`config.mk`:
```
export PLATFORM = sky130hd
export DESIGN_NAME = seq_detector_param
export DESIGN_NICKNAME = d
export VERILOG_FILES = /design/src/rtl/seq_det_pkg.sv /design/src/rtl/seq_detector_param_sat_counter.sv /design/src/rtl/seq_detector_param.sv
export SDC_FILE = /design/constraint.sdc
export NUM_CORES = 1
export LEC_CHECK = 0
export ABC_CLOCK_PERIOD_IN_PS = 2700
export CORE_ASPECT_RATIO = 1.4
export CORE_MARGIN = 1
export CORE_UTILIZATION = 30
export CTS_BUF_LIST = sky130_fd_sc_hd__clkbuf_4 sky130_fd_sc_hd__clkbuf_8 sky130_fd_sc_hd__clkbuf_16
export CTS_CLUSTER_DIAMETER = 50
export DETAILED_ROUTE_END_ITERATION = 8
export PLACE_DENSITY = 0.64
export SETUP_SLACK_MARGIN = 0.15
export SLEW_MARGIN = 20
export SYNTH_ARGS = -nofsm -noshare
export SYNTH_HDL_FRONTEND = slang
export SYNTH_SLANG_ARGS = --single-unit
export TNS_END_PERCENT = 50
```
`constraint.sdc`:
```
create_clock -name clk -period 2.7 [get_ports clk]
set_input_delay 0.54 -clock clk [delete_from_list [all_inputs] [get_ports clk]]
set_output_delay 0.54 -clock clk [all_outputs]
set_load 0.02 [all_outputs]
```
`src/rtl/seq_det_pkg.sv`:
```
// Shared constants and helpers for the runtime-programmable serial sequence detector.
// Latency: n/a (package only).
// Backpressure: n/a (package only).
package seq_det_pkg;

  // Default pattern capacity and the hard upper bound the mask helper supports.
  localparam int DEF_MAX_LEN   = 8;
  localparam int MAX_LEN_LIMIT = 16;

  // Detection mode encodings held in the overlap config register.
  localparam logic MODE_NONOVL = 1'b0;
  localparam logic MODE_OVL    = 1'b1;

  // Width needed to hold a length value in 0..max_len inclusive.
  function automatic int len_w(input int max_len);
    return $clog2(max_len + 1);
  endfunction

  localparam int DEF_LEN_W = len_w(DEF_MAX_LEN);

  // Mask with the low 'len' bits set; positions at or above len are ignored by the compare.
  function automatic logic [MAX_LEN_LIMIT-1:0] len_mask(input int unsigned len);
    logic [MAX_LEN_LIMIT-1:0] m;
    m = '0;
    for (int unsigned i = 0; i < MAX_LEN_LIMIT; i++) begin
      m[i] = (i < len);
    end
    return m;
  endfunction

endpackage

```
`src/rtl/seq_detector_param_sat_counter.sv`:
```
// Saturating up-counter with synchronous clear (clear wins over increment).
// Latency: count reflects inc/clr one clock after the edge that samples them.
// Backpressure: none; inc is accepted every cycle and ignored once saturated.
module sat_counter #(
  parameter int W = 8
) (
  input  logic         clk,
  input  logic         rst,
  input  logic         inc,
  input  logic         clr,
  output logic [W-1:0] count
);

  logic [W-1:0] cnt_q;
  logic [W-1:0] cnt_d;

  // Next count: clear has priority, otherwise step up unless already at all-ones.
  always_comb begin
    cnt_d = cnt_q;
    if (clr) begin
      cnt_d = '0;
    end else if (inc && (cnt_q != {W{1'b1}})) begin
      cnt_d = cnt_q + W'(1);
    end
  end

  // Count register, asynchronously cleared by the active-low reset.
  always_ff @(posedge clk or negedge rst) begin
    if (!rst) begin
      cnt_q <= '0;
    end else begin
      cnt_q <= cnt_d;
    end
  end

  assign count = cnt_q;

endmodule

```
`src/rtl/seq_detector_param.sv`:
```
// Runtime-programmable serial bit-sequence detector (pattern, length, overlap mode) with match counter.
// Latency: y asserts one clock after the edge that samples the final pattern bit (Moore, registered).
// Backpressure: none; bits are taken whenever x_valid=1, a bit coinciding with cfg_load is dropped.
module seq_detector_param
  import seq_det_pkg::*;
#(
  parameter int MAX_LEN = DEF_MAX_LEN,
  parameter int CNT_W   = 8,
  parameter int LEN_W   = len_w(MAX_LEN)
) (
  input  logic               clk,
  input  logic               rst,
  input  logic               x,
  input  logic               x_valid,
  input  logic               cfg_load,
  input  logic [MAX_LEN-1:0] cfg_pattern,
  input  logic [LEN_W-1:0]   cfg_len,
  input  logic               cfg_overlap,
  input  logic               cnt_clr,
  output logic               y,
  output logic [CNT_W-1:0]   match_count,
  output logic               armed
);

  // Configuration registers.
  logic [MAX_LEN-1:0] pat_q, pat_d;
  logic [LEN_W-1:0]   len_q, len_d;
  logic               ovl_q, ovl_d;

  // Shift history, number of valid bits in it, and the registered match flag.
  logic [MAX_LEN-1:0] hist_q, hist_d;
  logic [LEN_W-1:0]   fill_q, fill_d;
  logic               y_q, y_d;

  logic [MAX_LEN-1:0]       hist_n;
  logic [LEN_W-1:0]         fill_n;
  logic [MAX_LEN_LIMIT-1:0] diff;
  logic                     sample;
  logic                     hit;

  assign armed  = (len_q != '0);
  assign sample = x_valid & ~cfg_load;
  assign hist_n = {hist_q[MAX_LEN-2:0], x};
  assign fill_n = (fill_q == LEN_W'(MAX_LEN)) ? fill_q : fill_q + LEN_W'(1);

  // Differences between the would-be history and the pattern, restricted to the active length.
  assign diff = len_mask(32'(len_q)) & MAX_LEN_LIMIT'(hist_n ^ pat_q);
  assign hit  = sample & armed & (fill_n >= len_q) & (diff == '0);

  // Next state: a config load dominates; otherwise a valid bit shifts in and may end a match.
  always_comb begin
    pat_d  = pat_q;
    len_d  = len_q;
    ovl_d  = ovl_q;
    hist_d = hist_q;
    fill_d = fill_q;
    y_d    = 1'b0;
    if (cfg_load) begin
      pat_d  = cfg_pattern;
      len_d  = (cfg_len > LEN_W'(MAX_LEN)) ? LEN_W'(MAX_LEN) : cfg_len;
      ovl_d  = cfg_overlap;
      fill_d = '0;
    end else if (x_valid) begin
      hist_d = hist_n;
      // Non-overlap mode restarts the fill count so the next match needs len fresh bits.
      fill_d = (hit && (ovl_q == MODE_NONOVL)) ? '0 : fill_n;
      y_d    = hit;
    end
  end

  // State registers; reset leaves the block unarmed until the next config load.
  always_ff @(posedge clk or negedge rst) begin
    if (!rst) begin
      pat_q  <= '0;
      len_q  <= '0;
      ovl_q  <= MODE_NONOVL;
      hist_q <= '0;
      fill_q <= '0;
      y_q    <= 1'b0;
    end else begin
      pat_q  <= pat_d;
      len_q  <= len_d;
      ovl_q  <= ovl_d;
      hist_q <= hist_d;
      fill_q <= fill_d;
      y_q    <= y_d;
    end
  end

  assign y = y_q;

  sat_counter #(
    .W(CNT_W)
  ) u_match_cnt (
    .clk  (clk),
    .rst  (rst),
    .inc  (hit),
    .clr  (cnt_clr),
    .count(match_count)
  );

endmodule

```
==> results of run 1 <==
timing repair:
action                                  CTS  global route
pin swaps                                 7             9
buffers inserted                          6             5
gates resized for setup                   3            13
endpoints found under the setup margin    8            13
worst max-delay path, cell delays in order (launching register included):
cell and delay (ps):
dfrtp_1 450, or4_2 690, clkdlybuf4s50_1 560
final cells by class:
type	instances	area [sq um]
Clock buffer	5	68.8
Clock inverter	3	46.3
Fill cell	536	3150
Inverter	8	30.0
Multi-Input combinational cell	118	883
Sequential cell	33	826
Tap cell	68	85.1
Timing Repair Buffer	43	393
cell usage in the layout, fill, tap and decap left out, types with 5 or more instances in the layout:
| cell type | count |
|---|---|
| clkdlybuf4s50_1 | 28 |
| mux2_2 | 9 |
| inv_1 | 7 |
| xor2_1 | 7 |
| nand2_1 | 29 |
| nor2_1 | 9 |
| ha_1 | 5 |
| clkbuf_8 | 5 |
| xnor2_1 | 5 |
| nand4_1 | 5 |
| buf_4 | 15 |
| dfrtp_1 | 33 |
path summary, 6_finish.rpt:
check / endpoint / cells past startpoint / start
setup / recovery: armed / 2 / len_q[0]$_DFFE_PN0P_
hold / removal: ovl_q$_DFFE_PN0P_ / 1 / ovl_q$_DFFE_PN0P_
setup reg to reg: u_match_cnt.count[3]$_DFFE_PN0P_ / 13 / fill_q[1]$_DFFE_PN0P_
hold reg to reg: ovl_q$_DFFE_PN0P_ / 1 / ovl_q$_DFFE_PN0P_
max in group asynchronous: len_q[3]$_DFFE_PN0P_ / 2 / rst
min in group asynchronous: hist_q[3]$_DFFE_PN0P_ / 2 / rst
flip-flops by register name (all words and copies together) (netlist names):
signal	flops
pat_q	8
u_match_cnt.count	8
fill_q	4
ovl_q	1
len_q	4
hist_q	7
y	1
kinds of logic after synthesis:
kind of cell / Yosys count / share of synthesized area (%)
simple gates: 63 / 18.1
flops: 33 / 48.6
compound gates: 22 / 10.1
xor+xnor: 13 / 6.70
buf+inv: 13 / 2.87
mux: 13 / 8.47
fa+ha+maj: 7 / 5.15
per-layer routing:
| layer | vias to the layer above | part of all wire (%) | GRT usage [%] |
|---|---|---|---|
| met4 | 0 | 2.6 | 7.25 |
| met5 | - | 0 | 0 |
| met2 | 30 | 51 | 24.2 |
| li1 | 660 | - | - |
| met3 | 10 | 3.4 | 3.27 |
| met1 | 652 | 43 | 15.5 |
power groups by stage:
stage                     clock network, mW  registers (mW)  logic, mW
after floorplan                           0           0.573      0.127
after global placement                    0           0.580      0.198
after detailed placement                  0           0.582      0.201
after CTS                             0.480           0.571      0.219
after global routing                  0.500           0.577      0.256
final                                 0.469           0.571      0.234
==> results_dict.tcl, run 1 <==
set metrics [dict create \
    finalSetupTns_ps 0 \
    p_clk_share_pct 36.8 \
    core-area_sq_um 5490 \
    post-route-util_pct 42.5 \
    drv_cap 0 \
    yosysSeqAreaShare_pct 48.6 \
    synth_area_leaders "dfrtp_1 (49%), nand2_1 (6.6%), mux2_2 (6.0%)" \
    p_leak_nw 1.04 \
    drtIter0Drc 51 \
    vias_per_cell 4.86 \
    cts_num_sinks 33 \
    port-buffer-count 28 \
    antenna_found_initial 0 \
    critPathMaxFanout 6 \
    drive_gt1_share_pct 24.3 \
    internal_power_mw 0.931 \
    finalHoldViolations 0 \
    die_h_microns 91.0 \
    synth_top_area_cell "dfrtp_1" \
    slew_headroom_pct 71.6 \
    wl_per_cell_microns 13.8 \
    async_reset_ff_share_pct 100 \
    postPlaceCellArea_sq_um 2080 \
    first_pass_iters 4 \
    finalSetupViolCount 0 \
    dp_slack_ps 39.6 \
    stdcell_area_sq_um 2330 \
    fmax_mhz 395 \
    die-area_sq_um 5970 \
    clk_pin_slew_worst_paths_ps 70 \
    finClkSkew_ps 10.2 \
    cts_tree "built" \
    num_vias 1352 \
    ys_warn_count 0 \
    diodes 0 \
    gr-total-overflow 0 \
    post-route-drc-count 0 \
    grt_pass1_wl_microns 6300 \
    slew_viol_final 0 \
    synth_cell_types 35 \
    yosysMostFrequentCell "dfrtp_1" \
    finalWirelength_microns 3830 \
    nets 235 \
    cts_buffer_depth 2 \
    htree_levels 2 \
    ir_drop_uv 340 \
    grt_max_degree 34 \
    dp_hpwl_microns 2700 \
    tightest_slew_ps 426 \
    hold_path_class "reg2reg" \
    outcome "finished clean" \
    ys.flop_type "dfrtp_1" \
    synthesis.area_per_instance_sq_um 10.4 \
    swShare_pct 26.9 \
    worstSkewPairLatency_ps 290 \
    required_ps 2160 \
    ant_nets 0 \
    rrSetupSlack_ps 170 \
    cp-start-kind "flop" \
    setup_ws_ps 166 \
    dieWidth_microns 65.6 \
    syn_area_sq_um 1700 \
    ys_seq_elements 33 \
    cts_buffers 5 \
    crit_type "reg2out" \
    end_kind "output port" \
    synth_edf_count 0 \
    cts_hold_buf 0 \
    stdcell_count 278 \
    rsz0062_at_grt "true" \
    seqPwrFrac_pct 44.8 \
    synthCells 164 \
    num_io_pins 29 \
    pwr-share-comb_pct 18.3 \
    cts_root_buffer "clkbuf_8" \
    p_sw_mw 0.343 \
    synth.net_count 190 \
    areaGrowthSynthToFinish_pct 37.3 \
    synth_commonest_cells "dfrtp_1 (33), nand2_1 (30), nor2_1 (10), mux2_2 (9), inv_1 (8)" \
    p_total_mw 1.27 \
    arrival_ps 1990 \
    first_global_vias 1338 \
    grt_usage_pct 14.0 \
    initial_core_util_pct 31.0 \
    hold_ws_ps 505 \
    place_inst 259 \
    rows 32 \
    synth_top_area_share_pct 48.6 \
    p_per_area_nw_per_um2 546 \
    place_congestion 0.900 \
    period_share_pct 93.8 \
    layout_min_cycle_time_ps 2530 \
]
Note: power is estimated with default switching activity, not from simulation.
==> run 2: changes to the inputs <==
PLACE_DENSITY = not set   (was 0.64)
PLACE_DENSITY_LB_ADDON = 0.2   (was not set)
SLEW_MARGIN = not set   (was 20)
==> results_dict.tcl, run 2 (synthesized netlist as in run 1, its figures left out) <==
set metrics [dict create \
    tightest_slew_ps 434 \
    stdcell_area_sq_um 2330 \
    grt_max_degree 34 \
    clk_pin_slew_worst_paths_ps 70 \
    period_share_pct 94.1 \
    port-buffer-count 28 \
    die-area_sq_um 5970 \
    final_cell_mix "dfrtp_1 (33), nand2_1 (29), clkdlybuf4s50_1 (28)" \
    ir_drop_uv 356 \
    cp_cell_sequence "or4_2, clkdlybuf4s50_1" \
    cp_top_family "simple AND/OR/NAND/NOR gates" \
    rrSetupSlack_ps 170 \
    cts_hold_buf 0 \
    layout_commonest_cell "dfrtp_1" \
    finalSetupTns_ps 0 \
    finClkSkew_ps 7.92 \
    num_vias 1286 \
    grt_usage_pct 13.9 \
    first_pass_iters 4 \
    antenna_found_initial 0 \
    cp_num_buf_inv 1 \
    ant_nets 0 \
    dp_hpwl_microns 2710 \
    rsz0062_at_grt "true" \
    first_global_vias 1371 \
    critPathMaxStageDelay_ps 690 \
    die_h_microns 91.0 \
    vias_per_cell 4.75 \
    cts_root_buffer "clkbuf_8" \
    crit_type "reg2out" \
    dieWidth_microns 65.6 \
    core-area_sq_um 5490 \
    diodes 0 \
    initial_core_util_pct 31.0 \
    drtIter0Drc 24 \
    dp_slack_ps -26.7 \
    arrival_ps 2000 \
    hold_path_class "reg2reg" \
    p_per_area_nw_per_um2 582 \
    drv_cap 0 \
    critPathMaxFanout 6 \
    wl_per_cell_microns 14.0 \
    place_congestion 0.759 \
    finalHoldViolations 0 \
    htree_levels 2 \
    setup_ws_ps 158 \
    postPlaceCellArea_sq_um 2080 \
    rows 32 \
    areaGrowthSynthToFinish_pct 37.1 \
    finalSetupViolCount 0 \
    cp-start-kind "flop" \
    fmax_mhz 393 \
    cts_num_sinks 33 \
    end_kind "output port" \
    slew_headroom_pct 71.1 \
    drive_gt1_share_pct 22.2 \
    outcome "finished clean" \
    layout_min_cycle_time_ps 2540 \
    slew_viol_final 0 \
    cts_tree "built" \
    worstSkewPairLatency_ps 290 \
    cts_buffer_depth 2 \
    post-route-util_pct 42.5 \
    post-route-drc-count 0 \
    critical_path.slowest_cell "or4_2" \
    grt_pass1_wl_microns 6250 \
    cts_buffers 5 \
    required_ps 2160 \
    gr-total-overflow 0 \
    p_leak_nw 1.03 \
    finalWirelength_microns 3790 \
    num_io_pins 29 \
    nets 228 \
    hold_ws_ps 504 \
]
-- run 2: path summary, 6_finish.rpt --
check                      cells after the start                                to                  start
max                                            2                             armed   len_q[0]$_DFFE_PN0P_
min                                            2             hist_q[6]$_DFFE_PN0P_  hist_q[6]$_DFFE_PN0P_
max reg2reg                                   11  u_match_cnt.count[4]$_DFFE_PN0P_  fill_q[1]$_DFFE_PN0P_
min reg2reg                                    2             hist_q[6]$_DFFE_PN0P_  hist_q[6]$_DFFE_PN0P_
max in group asynchronous                      2                 ovl_q$_DFFE_PN0P_                    rst
min in group asynchronous                      2              pat_q[4]$_DFFE_PN0P_                    rst
-- run 2: per-stage QoR --
step                std cells  total power, mW
CTS                       269             1.35
global placement          259            0.777
detailed placement        259            0.783
finish                    271             1.36
global route              271             1.43
floorplan                 164            0.700
-- run 2: cell type report --
type | instances | area (sq um)
clock inverters | 3 | 65.1
fillers | 505 | 3160
clock buffers | 5 | 68.8
flip-flops and latches | 33 | 826
repair buffers | 36 | 340
well taps | 68 | 85.1
inverters | 8 | 30.0
multi-input cells | 118 | 915
-- run 2: what timing repair did --
| item | in CTS | in global routing |
|---|---|---|
| endpoints found under the setup margin | 8 | 13 |
| setup buffers | 2 | 2 |
| pin swaps | 9 | 13 |
| gates resized for setup | 6 | 14 |
-- run 2: layer usage --
layer	wire length, microns	track usage [%]	up-vias
met2	1900	23.7	25
met1	1690	16.5	612
met4	67	5.43	0
met5	0	0	-
met3	139	3.27	5
li1	-	-	644
-- run 2: power by group --
part           internal (mW)  switching, mW
Sequential             0.535         0.0371
Combinational          0.118          0.113
Clock                  0.367          0.187
-- run 2: worst register-to-register path, delay by kind of cell, from the launching register on --
family                   cells  cell delay, ps
AND/OR/NAND/NOR              4             540
adder cells (fa/ha/maj)      2             410
AO/OA/AOI/OAI                2             460
flip-flops                   1             400
buffers and inverters        1              60
multiplexers                 2             530
